===== src/rtl/wb_arb_pkg.sv =====
// Shared types and helpers for the dual-master Wishbone arbiter.
package wb_arb_pkg;

  // Arbiter grant state
  typedef enum logic [1:0] {
    IDLE = 2'd0,
    GNT0 = 2'd1,
    GNT1 = 2'd2
  } arb_state_e;

  // Outstanding-transfer counter must hold 0..max_out inclusive
  function automatic int unsigned cnt_width(input int unsigned max_out);
    return $clog2(max_out + 1);
  endfunction

endpackage


===== src/rtl/wb_dual_arbiter.sv =====
// Two-master to one-slave Wishbone B4 pipelined arbiter with registered grant and a
// per-grant outstanding-transfer limit. m1 (data side) has fixed priority over m0.
// Optional macro WB_DUAL_ARBITER_RR_EN: on simultaneous requests in IDLE, grant the
// master that was not granted most recently instead of fixed priority.
module wb_dual_arbiter
  import wb_arb_pkg::*;
#(
  parameter int unsigned MAX_OUTSTANDING = 4,
  parameter int unsigned ADR_WIDTH       = 32,
  parameter int unsigned DAT_WIDTH       = 32
) (
  input  logic                   clk,
  input  logic                   rst_n,
  // m0: instruction-side master
  input  logic                   m0_wb_cyc_i,
  input  logic                   m0_wb_stb_i,
  input  logic                   m0_wb_we_i,
  input  logic [DAT_WIDTH/8-1:0] m0_wb_sel_i,
  input  logic [ADR_WIDTH-1:0]   m0_wb_adr_i,
  input  logic [DAT_WIDTH-1:0]   m0_wb_wdat_i,
  output logic [DAT_WIDTH-1:0]   m0_wb_rdat_o,
  output logic                   m0_wb_ack_o,
  output logic                   m0_wb_err_o,
  output logic                   m0_wb_stall_o,
  // m1: data-side master
  input  logic                   m1_wb_cyc_i,
  input  logic                   m1_wb_stb_i,
  input  logic                   m1_wb_we_i,
  input  logic [DAT_WIDTH/8-1:0] m1_wb_sel_i,
  input  logic [ADR_WIDTH-1:0]   m1_wb_adr_i,
  input  logic [DAT_WIDTH-1:0]   m1_wb_wdat_i,
  output logic [DAT_WIDTH-1:0]   m1_wb_rdat_o,
  output logic                   m1_wb_ack_o,
  output logic                   m1_wb_err_o,
  output logic                   m1_wb_stall_o,
  // shared downstream bus
  output logic                   s_wb_cyc_o,
  output logic                   s_wb_stb_o,
  output logic                   s_wb_we_o,
  output logic [DAT_WIDTH/8-1:0] s_wb_sel_o,
  output logic [ADR_WIDTH-1:0]   s_wb_adr_o,
  output logic [DAT_WIDTH-1:0]   s_wb_wdat_o,
  input  logic [DAT_WIDTH-1:0]   s_wb_rdat_i,
  input  logic                   s_wb_ack_i,
  input  logic                   s_wb_err_i,
  input  logic                   s_wb_stall_i
);

  localparam int unsigned    CntW   = cnt_width(MAX_OUTSTANDING);
  localparam logic [CntW-1:0] CntMax = CntW'(MAX_OUTSTANDING);
  localparam logic [CntW-1:0] CntOne = CntW'(1);

  arb_state_e            state_q, state_d;
  logic [CntW-1:0]       cnt_q, cnt_d;
  logic                  arb_en_q;

  logic                  own_cyc, own_stb, own_we;
  logic [DAT_WIDTH/8-1:0] own_sel;
  logic [ADR_WIDTH-1:0]  own_adr;
  logic [DAT_WIDTH-1:0]  own_wdat;
  logic                  full, rsp_valid, accept;

`ifdef WB_DUAL_ARBITER_RR_EN
  // 1 means m0 was granted most recently; reset value 0 lets m0 win first contention
  logic                  last_m0_q, last_m0_d;
`endif

  assign full      = (cnt_q == CntMax);
  // Responses with nothing outstanding are stale (e.g. after an abort) and dropped
  assign rsp_valid = (s_wb_ack_i | s_wb_err_i) & (cnt_q != '0);
  assign accept    = s_wb_stb_o & ~s_wb_stall_i;

  // Select the current owner's request signals; all zero in IDLE
  always_comb begin
    own_cyc  = 1'b0;
    own_stb  = 1'b0;
    own_we   = 1'b0;
    own_sel  = '0;
    own_adr  = '0;
    own_wdat = '0;
    case (state_q)
      GNT0: begin
        own_cyc  = m0_wb_cyc_i;
        own_stb  = m0_wb_stb_i;
        own_we   = m0_wb_we_i;
        own_sel  = m0_wb_sel_i;
        own_adr  = m0_wb_adr_i;
        own_wdat = m0_wb_wdat_i;
      end
      GNT1: begin
        own_cyc  = m1_wb_cyc_i;
        own_stb  = m1_wb_stb_i;
        own_we   = m1_wb_we_i;
        own_sel  = m1_wb_sel_i;
        own_adr  = m1_wb_adr_i;
        own_wdat = m1_wb_wdat_i;
      end
      default: ;
    endcase
  end

  // Drive the shared bus and route responses back to the owner only
  always_comb begin
    s_wb_cyc_o    = own_cyc;
    s_wb_stb_o    = own_cyc & own_stb & ~full;
    s_wb_we_o     = own_we;
    s_wb_sel_o    = own_sel;
    s_wb_adr_o    = own_adr;
    s_wb_wdat_o   = own_wdat;
    m0_wb_stall_o = 1'b1;
    m0_wb_ack_o   = 1'b0;
    m0_wb_err_o   = 1'b0;
    m0_wb_rdat_o  = '0;
    m1_wb_stall_o = 1'b1;
    m1_wb_ack_o   = 1'b0;
    m1_wb_err_o   = 1'b0;
    m1_wb_rdat_o  = '0;
    if (state_q == GNT0) begin
      m0_wb_stall_o = s_wb_stall_i | full;
      m0_wb_ack_o   = s_wb_ack_i & rsp_valid;
      m0_wb_err_o   = s_wb_err_i & rsp_valid;
      m0_wb_rdat_o  = s_wb_rdat_i;
    end else if (state_q == GNT1) begin
      m1_wb_stall_o = s_wb_stall_i | full;
      m1_wb_ack_o   = s_wb_ack_i & rsp_valid;
      m1_wb_err_o   = s_wb_err_i & rsp_valid;
      m1_wb_rdat_o  = s_wb_rdat_i;
    end
  end

  // Outstanding counter; cleared whenever nobody holds cyc (IDLE or abort)
  always_comb begin
    cnt_d = cnt_q;
    case ({accept, rsp_valid})
      2'b10:   cnt_d = cnt_q + CntOne;
      2'b01:   cnt_d = cnt_q - CntOne;
      default: ;
    endcase
    if (!own_cyc) cnt_d = '0;
  end

  // Grant FSM: arbitrate only in IDLE, release when the owner drops cyc
  always_comb begin
    state_d = state_q;
`ifdef WB_DUAL_ARBITER_RR_EN
    last_m0_d = last_m0_q;
`endif
    case (state_q)
      IDLE: begin
        // arb_en_q holds off the first grant until one edge after reset release
        if (arb_en_q) begin
`ifdef WB_DUAL_ARBITER_RR_EN
          if (m0_wb_cyc_i && m1_wb_cyc_i) state_d = last_m0_q ? GNT1 : GNT0;
          else if (m1_wb_cyc_i)           state_d = GNT1;
          else if (m0_wb_cyc_i)           state_d = GNT0;
`else
          if (m1_wb_cyc_i)      state_d = GNT1;
          else if (m0_wb_cyc_i) state_d = GNT0;
`endif
        end
      end
      GNT0:    if (!m0_wb_cyc_i) state_d = IDLE;
      GNT1:    if (!m1_wb_cyc_i) state_d = IDLE;
      default: state_d = IDLE;
    endcase
`ifdef WB_DUAL_ARBITER_RR_EN
    if (state_q == IDLE && state_d == GNT0) last_m0_d = 1'b1;
    if (state_q == IDLE && state_d == GNT1) last_m0_d = 1'b0;
`endif
  end

  // State registers with asynchronous reset
  always_ff @(posedge clk or negedge rst_n) begin
    if (!rst_n) begin
      state_q  <= IDLE;
      cnt_q    <= '0;
      arb_en_q <= 1'b0;
    end else begin
      state_q  <= state_d;
      cnt_q    <= cnt_d;
      arb_en_q <= 1'b1;
    end
  end

`ifdef WB_DUAL_ARBITER_RR_EN
  // Last-grant register for round-robin tie breaking
  always_ff @(posedge clk or negedge rst_n) begin
    if (!rst_n) last_m0_q <= 1'b0;
    else        last_m0_q <= last_m0_d;
  end
`endif

endmodule


===== config.mk =====
export PLATFORM = sky130hd
export DESIGN_NAME = wb_dual_arbiter
export DESIGN_NICKNAME = d
export VERILOG_FILES = /design/src/rtl/wb_arb_pkg.sv /design/src/rtl/wb_dual_arbiter.sv
export SDC_FILE = /design/constraint.sdc
export NUM_CORES = 1
export LEC_CHECK = 0
export ABC_AREA = 1
export BUFFER_PORTS_ARGS = -buffer_cell sky130_fd_sc_hd__buf_2
export CAP_MARGIN = 20
export CORE_AREA = 2 2 124 126
export DETAILED_ROUTE_END_ITERATION = 12
export DIE_AREA = 0 0 126 128
export PLACE_DENSITY = 0.53
export REMOVE_ABC_BUFFERS = 1
export SETUP_SLACK_MARGIN = 0.1
export SYNTH_ARGS = -nofsm -noshare
export SYNTH_HDL_FRONTEND = slang
export SYNTH_SLANG_ARGS = --single-unit
export TNS_END_PERCENT = 20

===== constraint.sdc =====
create_clock -name clk -period 6.5 [get_ports clk]
set_clock_uncertainty 0.1 [all_clocks]
set_input_delay 0.65 -clock clk [delete_from_list [all_inputs] [get_ports clk]]
set_output_delay 0.65 -clock clk [all_outputs]
set_load 0.1 [all_outputs]

==> results of run 1 <==
layer usage:
metal | GRT usage, % | wire length, um | vias to the layer above
met4 | 1.55 | 42 | 0
met5 | 0 | 0 | -
met2 | 21.0 | 5470 | 175
li1 | - | - | 1909
met3 | 1.13 | 801 | 6
met1 | 16.2 | 4810 | 1545
where the power goes:
group          switching, mW  total (mW)  internal (mW)
Sequential           0.00497      0.0480         0.0430
Combinational           2.05        2.36          0.313
Clock                 0.0201      0.0990         0.0789
synth_stat cells:
| library cell | count |
|---|---|
| inv_1 | 44 |
| a21oi_1 | 71 |
| nand4_1 | 3 |
| ha_1 | 3 |
| nor2_1 | 40 |
| dfrtp_1 | 6 |
| o21ai_0 | 3 |
| clkbuf_1 | 16 |
| nor2_4 | 1 |
| buf_1 | 1 |
| fa_1 | 1 |
| nand2_2 | 2 |
| nand3_1 | 6 |
| nand3b_1 | 1 |
| buf_2 | 16 |
| clkinv_1 | 1 |
| conb_1 | 1 |
| o21ai_1 | 1 |
| nand2_1 | 219 |
| xor2_1 | 1 |
registers in the layout, indices dropped and copies added, names as in the netlist:
register,count
arb_en_q,1
cnt_q,3
state_q,2
worst register-to-register path, cell delays in order (launching register included):
cell and delay [ns]:
dfrtp_1 0.40, inv_1 0.15, ha_4 0.50, buf_4 0.58
nand2_1 0.11, nand2_1 0.11, nand2_2 0.08, nor2_4 0.14
nand2_1 0.09, nand2_2 0.09, inv_1 0.06, fa_1 0.38
xor2_1 0.19, inv_1 0.06, nand4_1 0.08, nand3_1 0.09
nor2_1 0.04
metrics by stage:
stage | instance area, um2 | util, % | instances | worst slack (ns) | hold WS (ns)
after floorplan | 1820 | - | 404 | 1.27 | 0.254
after global placement | 3700 | 24.9 | 914 | 3.07 | 0.390
after detailed placement | 3700 | 24.9 | 914 | 3.06 | 0.388
after CTS | 3770 | 25.4 | 917 | 2.87 | 0.148
after global routing | 3770 | 25.4 | 917 | 2.67 | 0.153
final | 3770 | 25.4 | 917 | 2.94 | 0.143
final cells by class:
class	count	share of cell area (%)
clock buffers	3	1.99
flip-flops and latches	6	3.98
repair buffers	322	42.9
inverters	45	4.48
well taps	188	6.24
multi-input cells	353	40.4
worst max-delay path by stage:
stage	slack, ns	cells past startpoint	startpoint	end
final	2.94	6	state_q[1]	s_wb_wdat_o[13]
after global routing	2.67	6	state_q[1]	s_wb_wdat_o[0]
after CTS	2.87	8	state_q[0]	s_wb_cyc_o
after detailed placement	3.06	16	state_q[0]	cnt_q[2]
after global placement	3.07	16	state_q[0]	cnt_q[2]
after floorplan	1.27	4	state_q[1]	s_wb_adr_o[0]
kinds of logic after synthesis:
kind of cell,Yosys count,synth area share [%]
DFF,6,7.66
AOI/OAI and AO/OA,75,19.1
and+or+nand+nor,272,53.7
adders and majority gates,4,2.94
other,1,0.191
xor gates and xnor gates,1,0.447
buffers and inverters,78,16.0
==> flow_summary.toml, run 1 <==
[cts]
cts_setup_buffers = 0
cts_sinks = 6
clock_latency_ns = 0.23
ctsHoldBuffers = 0
cts_buffers = 3
cts_buffer_depth = 2
cts_max_level = 1
cts.clk_slew.worst_paths_ns = 0.03
cts_tree = "built"
cts-resized-gates = 0
cts_root_buf = "clkbuf_16"

[worst_setup_path]
crit_buf_inv = 3
end_kind = "output port"
arrival_ns = 2.81
crit_family = "buffers and inverters"
max_stage_delay_ns = 0.63
start_kind = "register"
slowest_stage = "ha_4"
regToRegSetupSlack_ns = 3.13
crit_required_ns = 5.75
reg2reg_depth = 16
crit_chain = "inv_1 -> ha_4 -> buf_4 -> nand2_1 -> a21oi_1 -> buf_2"
r2r_end = "cnt_q[2]"
reg2reg_from = "state_q[0]"
worstPathMaxFanout = 74
worstSetupPathType = "reg2out"

[die]
start_util_pct = 13.2
dieHeight_um = 128
die_x_um = 126
core-area_um2 = 14900
die-area_um2 = 16100
ios = 320
rows = 45

[synth]
syn_area_per_cell_um2 = 4.49
synth_seq_cells = 6
ys_types = 20
ys_seq_area_share_pct = 7.66
yosysWarnings = 0
syn_area_um2 = 1960
syn_inst = 437
synth_top_cell_by_area = "nand2_1"
synth_top_area_share_pct = 41.9
synthTopCellsByArea = "nand2_1, a21oi_1, inv_1"

[sta]
setup_tns_ns = 0
fmax_ghz = 0.281
finalSetupViolCount = 0
finalCriticalPeriod_ns = 3.56
slew_violations = 0
rsz0062_at_grt = "false"
hold_viol = 0
worst_pin_slew_ns = 0.798
relSlewSlack_pct = 46.8
post-route-period-util_pct = 54.7

[grt]
grt_usage_pct = 11.9
grt_first_pass_wirelength_um = 16000
grt_overflow = 0
grt_pass1_vias = 3070
grt_max_degree = 75
antenna_found_initial = 0

[finish]
final_nets = 914
layout_common_cells = "buf_2, nand2_1, a21oi_1"
seqCellArea_um2 = 150
drive_gt1_share_pct = 45.4
num_antenna_cells = 0
area_delta_synth_final_pct = 92.3
fillers = 1774
multiInputGateArea_um2 = 1520
final_common_cell = "buf_2"

[pwr]
irDropWorstVdd_mv = 0.315
p_per_area_nw_per_um2 = 665
leakage_nw = 2.43
power.total_mw = 2.51

[routing]
firstDrtPassIters = 4
drt-vias-per-instance = 3.96
wl_per_cell_um = 12.1
num_vias = 3635
drt_iter0_drc = 144
detail-route-antenna-nets = 0
drc = 0
routed_wl_um = 11100

[place]
gp_congestion = 0.800
io_buffers = 319
hpwl_um = 8830

[job]
drv_cap = 0

[min_path]
min-delay-path-class = "in2async"

[status]
status = "complete, no violations"
Note: power is estimated with default switching activity, not from simulation.
==> run 2: changes to the inputs <==
Clock period 6.5 ns to 3.7 ns, I/O delays scaled along.
==> run 2 against run 1 <==
Setup slack lost 2.0 ns. Global-route usage down 0.20 points. Worst hold slack gained 0.21 ns. Clock power up 77%. Final area grew 2.1%. Utilization increased by 0.52 points. Critical path type unchanged.
==> flow_summary.toml, run 2 (synthesis results as in run 1) <==
[grt]
grt_pass1_vias = 3039
grt_max_degree = 55
grt_first_pass_wirelength_um = 15700
antenna_found_initial = 0
grt_usage_pct = 11.7
grt_overflow = 0

[status]
status = "complete, no violations"

[cts]
cts_tree = "built"
cts_root_buf = "clkbuf_16"
cts_sinks = 6
cts_buffers = 3
cts_max_level = 1
cts_buffer_depth = 2
cts.clk_slew.worst_paths_ns = 0.03
clock_latency_ns = 0.23

[worst_setup_path]
regToRegSetupSlack_ns = 1.03
reg2reg_depth = 15
worstPathMaxFanout = 40
reg2reg_from = "state_q[1]"
end_kind = "output port"
start_kind = "register"
arrival_ns = 2.32
r2r_end = "cnt_q[2]"
worstSetupPathType = "reg2out"
crit_required_ns = 3.23

[die]
die_x_um = 126
start_util_pct = 13.2
dieHeight_um = 128
core-area_um2 = 14900
die-area_um2 = 16100
ios = 320
rows = 45

[finish]
largest_register_ffs = 3
final_nets = 919
largest_register = "cnt_q"
final_common_cell = "buf_2"
area_delta_synth_final_pct = 96.3
drive_gt1_share_pct = 45.6
num_antenna_cells = 0
layout_common_cells = "buf_2, nand2_1, a21oi_1"
biggestRegsByFlops = "cnt_q x3, state_q x2, arb_en_q x1"

[min_path]
whs_endpoint = "state_q[1]"
hold_depth = 3
hp-start = "m1_wb_cyc_i"
min-delay-path-class = "in2reg"

[sta]
whs_ns = 0.354
setup_tns_ns = 0
hold_viol = 0
finalCriticalPeriod_ns = 2.79
post-route-period-util_pct = 75.3
slew_violations = 0
relSlewSlack_pct = 64.6
rsz0062_at_grt = "false"
fmax_ghz = 0.359
worst_pin_slew_ns = 0.535
finalSetupViolCount = 0

[pwr]
leakage_nw = 2.47
p_per_area_nw_per_um2 = 1170
irDropWorstVdd_mv = 0.365

[routing]
num_vias = 3619
drt-vias-per-instance = 3.93
detail-route-antenna-nets = 0
routed_wl_um = 11000
wl_per_cell_um = 11.9
drt_iter0_drc = 183
drc = 0
firstDrtPassIters = 4

[place]
hpwl_um = 8890
gp_congestion = 0.779
io_buffers = 319

[job]
drv_cap = 0
-- run 2: cell types whose count changed in the layout (fill, tap and decap cells not counted) --
cell           change
buf_4              +1
buf_12             +3
dlygate4sd3_1      +1
-- run 2: layer usage --
metal	part of all wire, %	up-vias	track usage, %
met2	49	181	20.6
met1	42	1512	15.4
met4	0.38	0	1.23
li1	-	1920	-
met3	8.9	6	2.25
met5	0	-	0
-- run 2: worst max-delay path by stage --
stage / startpoint / to / slack, ns / cells past startpoint
after floorplan: state_q[1] / cnt_q[2] / -1.38 / 15
after global placement: state_q[1] / cnt_q[2] / 1.06 / 15
after detailed placement: state_q[1] / cnt_q[2] / 1.03 / 15
after CTS: state_q[1] / s_wb_wdat_o[13] / 0.91 / 6
after global routing: state_q[1] / s_wb_wdat_o[13] / 0.75 / 6
final: state_q[1] / s_wb_wdat_o[13] / 0.91 / 6
-- run 2: where the power goes --
group / switching (mW) / total [mW] / internal [mW]
clock network: 0.0367 / 0.175 / 0.139
registers: 0.00887 / 0.0845 / 0.0756
logic: 3.61 / 4.22 / 0.613
-- run 2: area by class of cell --
| type | count | area (um2) |
|---|---|---|
| well taps | 188 | 235 |
| clock buffers | 3 | 75.1 |
| flip-flops and latches | 6 | 150 |
| inverters | 45 | 169 |
| multi-input cells | 353 | 1520 |
| repair buffers | 327 | 1700 |
| fillers | 1739 | 11000 |
-- run 2: through the flow --
stage               power (mW)  util [%]  worst slack, ns  instances  area [um2]
floorplan                 3.56         -            -1.38        404        1820
global placement          4.34      25.3             1.06        918        3760
detailed placement        4.33      25.3             1.03        918        3760
CTS                       4.51      25.9            0.906        922        3850
global route              4.68      25.9            0.749        922        3850
finish                    4.48      25.9            0.914        922        3850
-- run 2: what timing repair did --
action | 4_1_cts | 5_1_grt
hold endpoints to repair | 6 | 0
buffers inserted | 0 | 0
hold buffers | 1 | 0
setup endpoints to repair | 0 | 0
resized for setup | 0 | 0
-- run 2: worst max-delay path, cell delays in order, from the launching register on --
cell and delay, ns:
dfrtp_1 0.39, inv_1 0.14, ha_4 0.44, buf_4 0.39, nand2_1 0.09, a21oi_1 0.17
buf_2 0.45
==> run 3: changes to the inputs <==
Clock period 3.7 ns to 2.8 ns, I/O delays scaled along.
==> run 3 against run 2 <==
First-iteration DRC count fell by 24%. Sequential power rose by 33%. Largest cell class unchanged. Utilization is 1.1 points higher. Critical path depth did not move. Cell count is the same. Combinational power is 36% higher. Critical endpoint is now s_wb_wdat_o[15]. Clock-buffer cell count unchanged. Non-clock buffer count did not move. Die area unchanged. Clock power grew 31%.
==> flow_summary.toml, run 3 (synthesis results as in run 1) <==
[die]
rows = 45
die_x_um = 126
start_util_pct = 13.2
dieHeight_um = 128
die-area_um2 = 16100
ios = 320
core-area_um2 = 14900

[worst_setup_path]
reg2reg_from = "state_q[0]"
r2r_end = "cnt_q[2]"
slowest_stage = "buf_2"
arrival_ns = 2.19
cp-startpoint = "state_q[0]"
end_kind = "output port"
crit_end = "s_wb_wdat_o[15]"
regToRegSetupSlack_ns = 0.37
max_stage_delay_ns = 0.47
crit_chain = "inv_1 -> ha_1 -> inv_2 -> buf_12 -> a21oi_1 -> buf_2"
worstSetupPathType = "reg2out"
start_kind = "register"
crit_required_ns = 2.42
reg2reg_depth = 15
worstPathMaxFanout = 29

[sta]
hold_viol = 0
setup_tns_ns = 0
rsz0062_at_grt = "false"
finalSetupViolCount = 0
fmax_ghz = 0.390
fin_ws_ns = 0.234
post-route-period-util_pct = 91.6
worst_pin_slew_ns = 0.520
finalCriticalPeriod_ns = 2.57
slew_violations = 0
relSlewSlack_pct = 65.6

[finish]
layout_common_cells = "buf_2, nand2_1, a21oi_1"
final_core_util_pct = 27.0
area_delta_synth_final_pct = 105
largest_register_ffs = 3
design_area_um2 = 4020
final_nets = 919
num_antenna_cells = 0
largest_register = "cnt_q"
biggestRegsByFlops = "cnt_q x3, state_q x2, arb_en_q x1"
final_common_cell = "buf_2"
drive_gt1_share_pct = 45.6

[grt]
grt_max_degree = 80
antenna_found_initial = 0
grt_first_pass_wirelength_um = 15400
grt_usage_pct = 11.3
grt_pass1_vias = 3042
grt_overflow = 0

[routing]
num_vias = 3643
wl_per_cell_um = 11.7
firstDrtPassIters = 4
detail-route-antenna-nets = 0
routed_wl_um = 10800
drc = 0
drt-vias-per-instance = 3.95
drt_iter0_drc = 139

[cts]
cts_root_buf = "clkbuf_16"
cts_buffers = 3
cts_max_level = 1
cts_sinks = 6
cts_buffer_depth = 2
clock_latency_ns = 0.23
cts_setup_buffers = 0
cts.clk_slew.worst_paths_ns = 0.03
cts_tree = "built"

[status]
status = "complete, no violations"

[pwr]
irDropWorstVdd_mv = 0.708
leakage_nw = 2.50
p_per_area_nw_per_um2 = 1510
power.total_mw = 6.08

[job]
drv_cap = 0

[place]
hpwl_um = 8780
io_buffers = 319
placed_area_um2 = 3930
pre_cts_slack_ns = 0.392
gp_congestion = 0.816

[min_path]
min-delay-path-class = "in2reg"
run 3: changes by cell type in the layout (fill, tap and decap cells not counted):
cell | before | now
buf_12 | 3 | 14
buf_2 | 319 | 308
buf_6 | 0 | 1
buf_4 | 4 | 3
run 3: per-layer routing:
| layer | share of wire (%) | up-vias | GRT usage [%] |
|---|---|---|---|
| li1 | - | 1918 | - |
| met1 | 44 | 1556 | 15.7 |
| met2 | 48 | 161 | 19.3 |
| met3 | 7.1 | 8 | 1.42 |
| met4 | 0.56 | 0 | 1.55 |
| met5 | 0 | - | 0 |
run 3: cell type report:
class / count / area (um2)
flip-flops and latches: 6 / 150
repair buffers: 327 / 1870
inverters: 45 / 169
fillers: 1704 / 10800
multi-input cells: 353 / 1520
well taps: 188 / 235
clock buffers: 3 / 75.1
run 3: repair_timing:
| item | in CTS | in global routing |
|---|---|---|
| resized for setup | 0 | 1 |
| hold endpoints to repair | 6 | 0 |
| setup endpoints to repair | 0 | 19 |
| hold buffers | 1 | 0 |
run 3: worst min-delay path by stage:
stage	start	end	slack (ns)	depth (start not counted)
floorplan	rst_n	arb_en_q	-0.12	0
global placement	rst_n	state_q[1]	0.02	1
detailed placement	rst_n	state_q[1]	0.02	1
CTS	m1_wb_cyc_i	state_q[1]	0.26	3
global route	m1_wb_cyc_i	state_q[1]	0.29	3
finish	m1_wb_cyc_i	state_q[1]	0.25	3
run 3: power breakdown:
group          switching [mW]  leakage, nW  internal [mW]  total (mW)
Clock                  0.0455       0.0370          0.183       0.229
Sequential             0.0121       0.0794         0.0999       0.112
Combinational            4.80         2.39          0.941        5.74
run 3: through the flow:
step | hold slack, ns | instances
after floorplan | -0.116 | 404
after global placement | 0.0182 | 918
after detailed placement | 0.0163 | 918
after CTS | 0.255 | 922
after global routing | 0.285 | 922
final | 0.252 | 922
run 3: worst max-delay path: cells and delay by family (launching register included):
| family | cells | cell delay [ns] |
|---|---|---|
| flip-flops | 1 | 0.39 |
| AO/OA/AOI/OAI | 1 | 0.19 |
| adder cells (fa/ha/maj) | 1 | 0.33 |
| buffers and inverters | 4 | 1.02 |
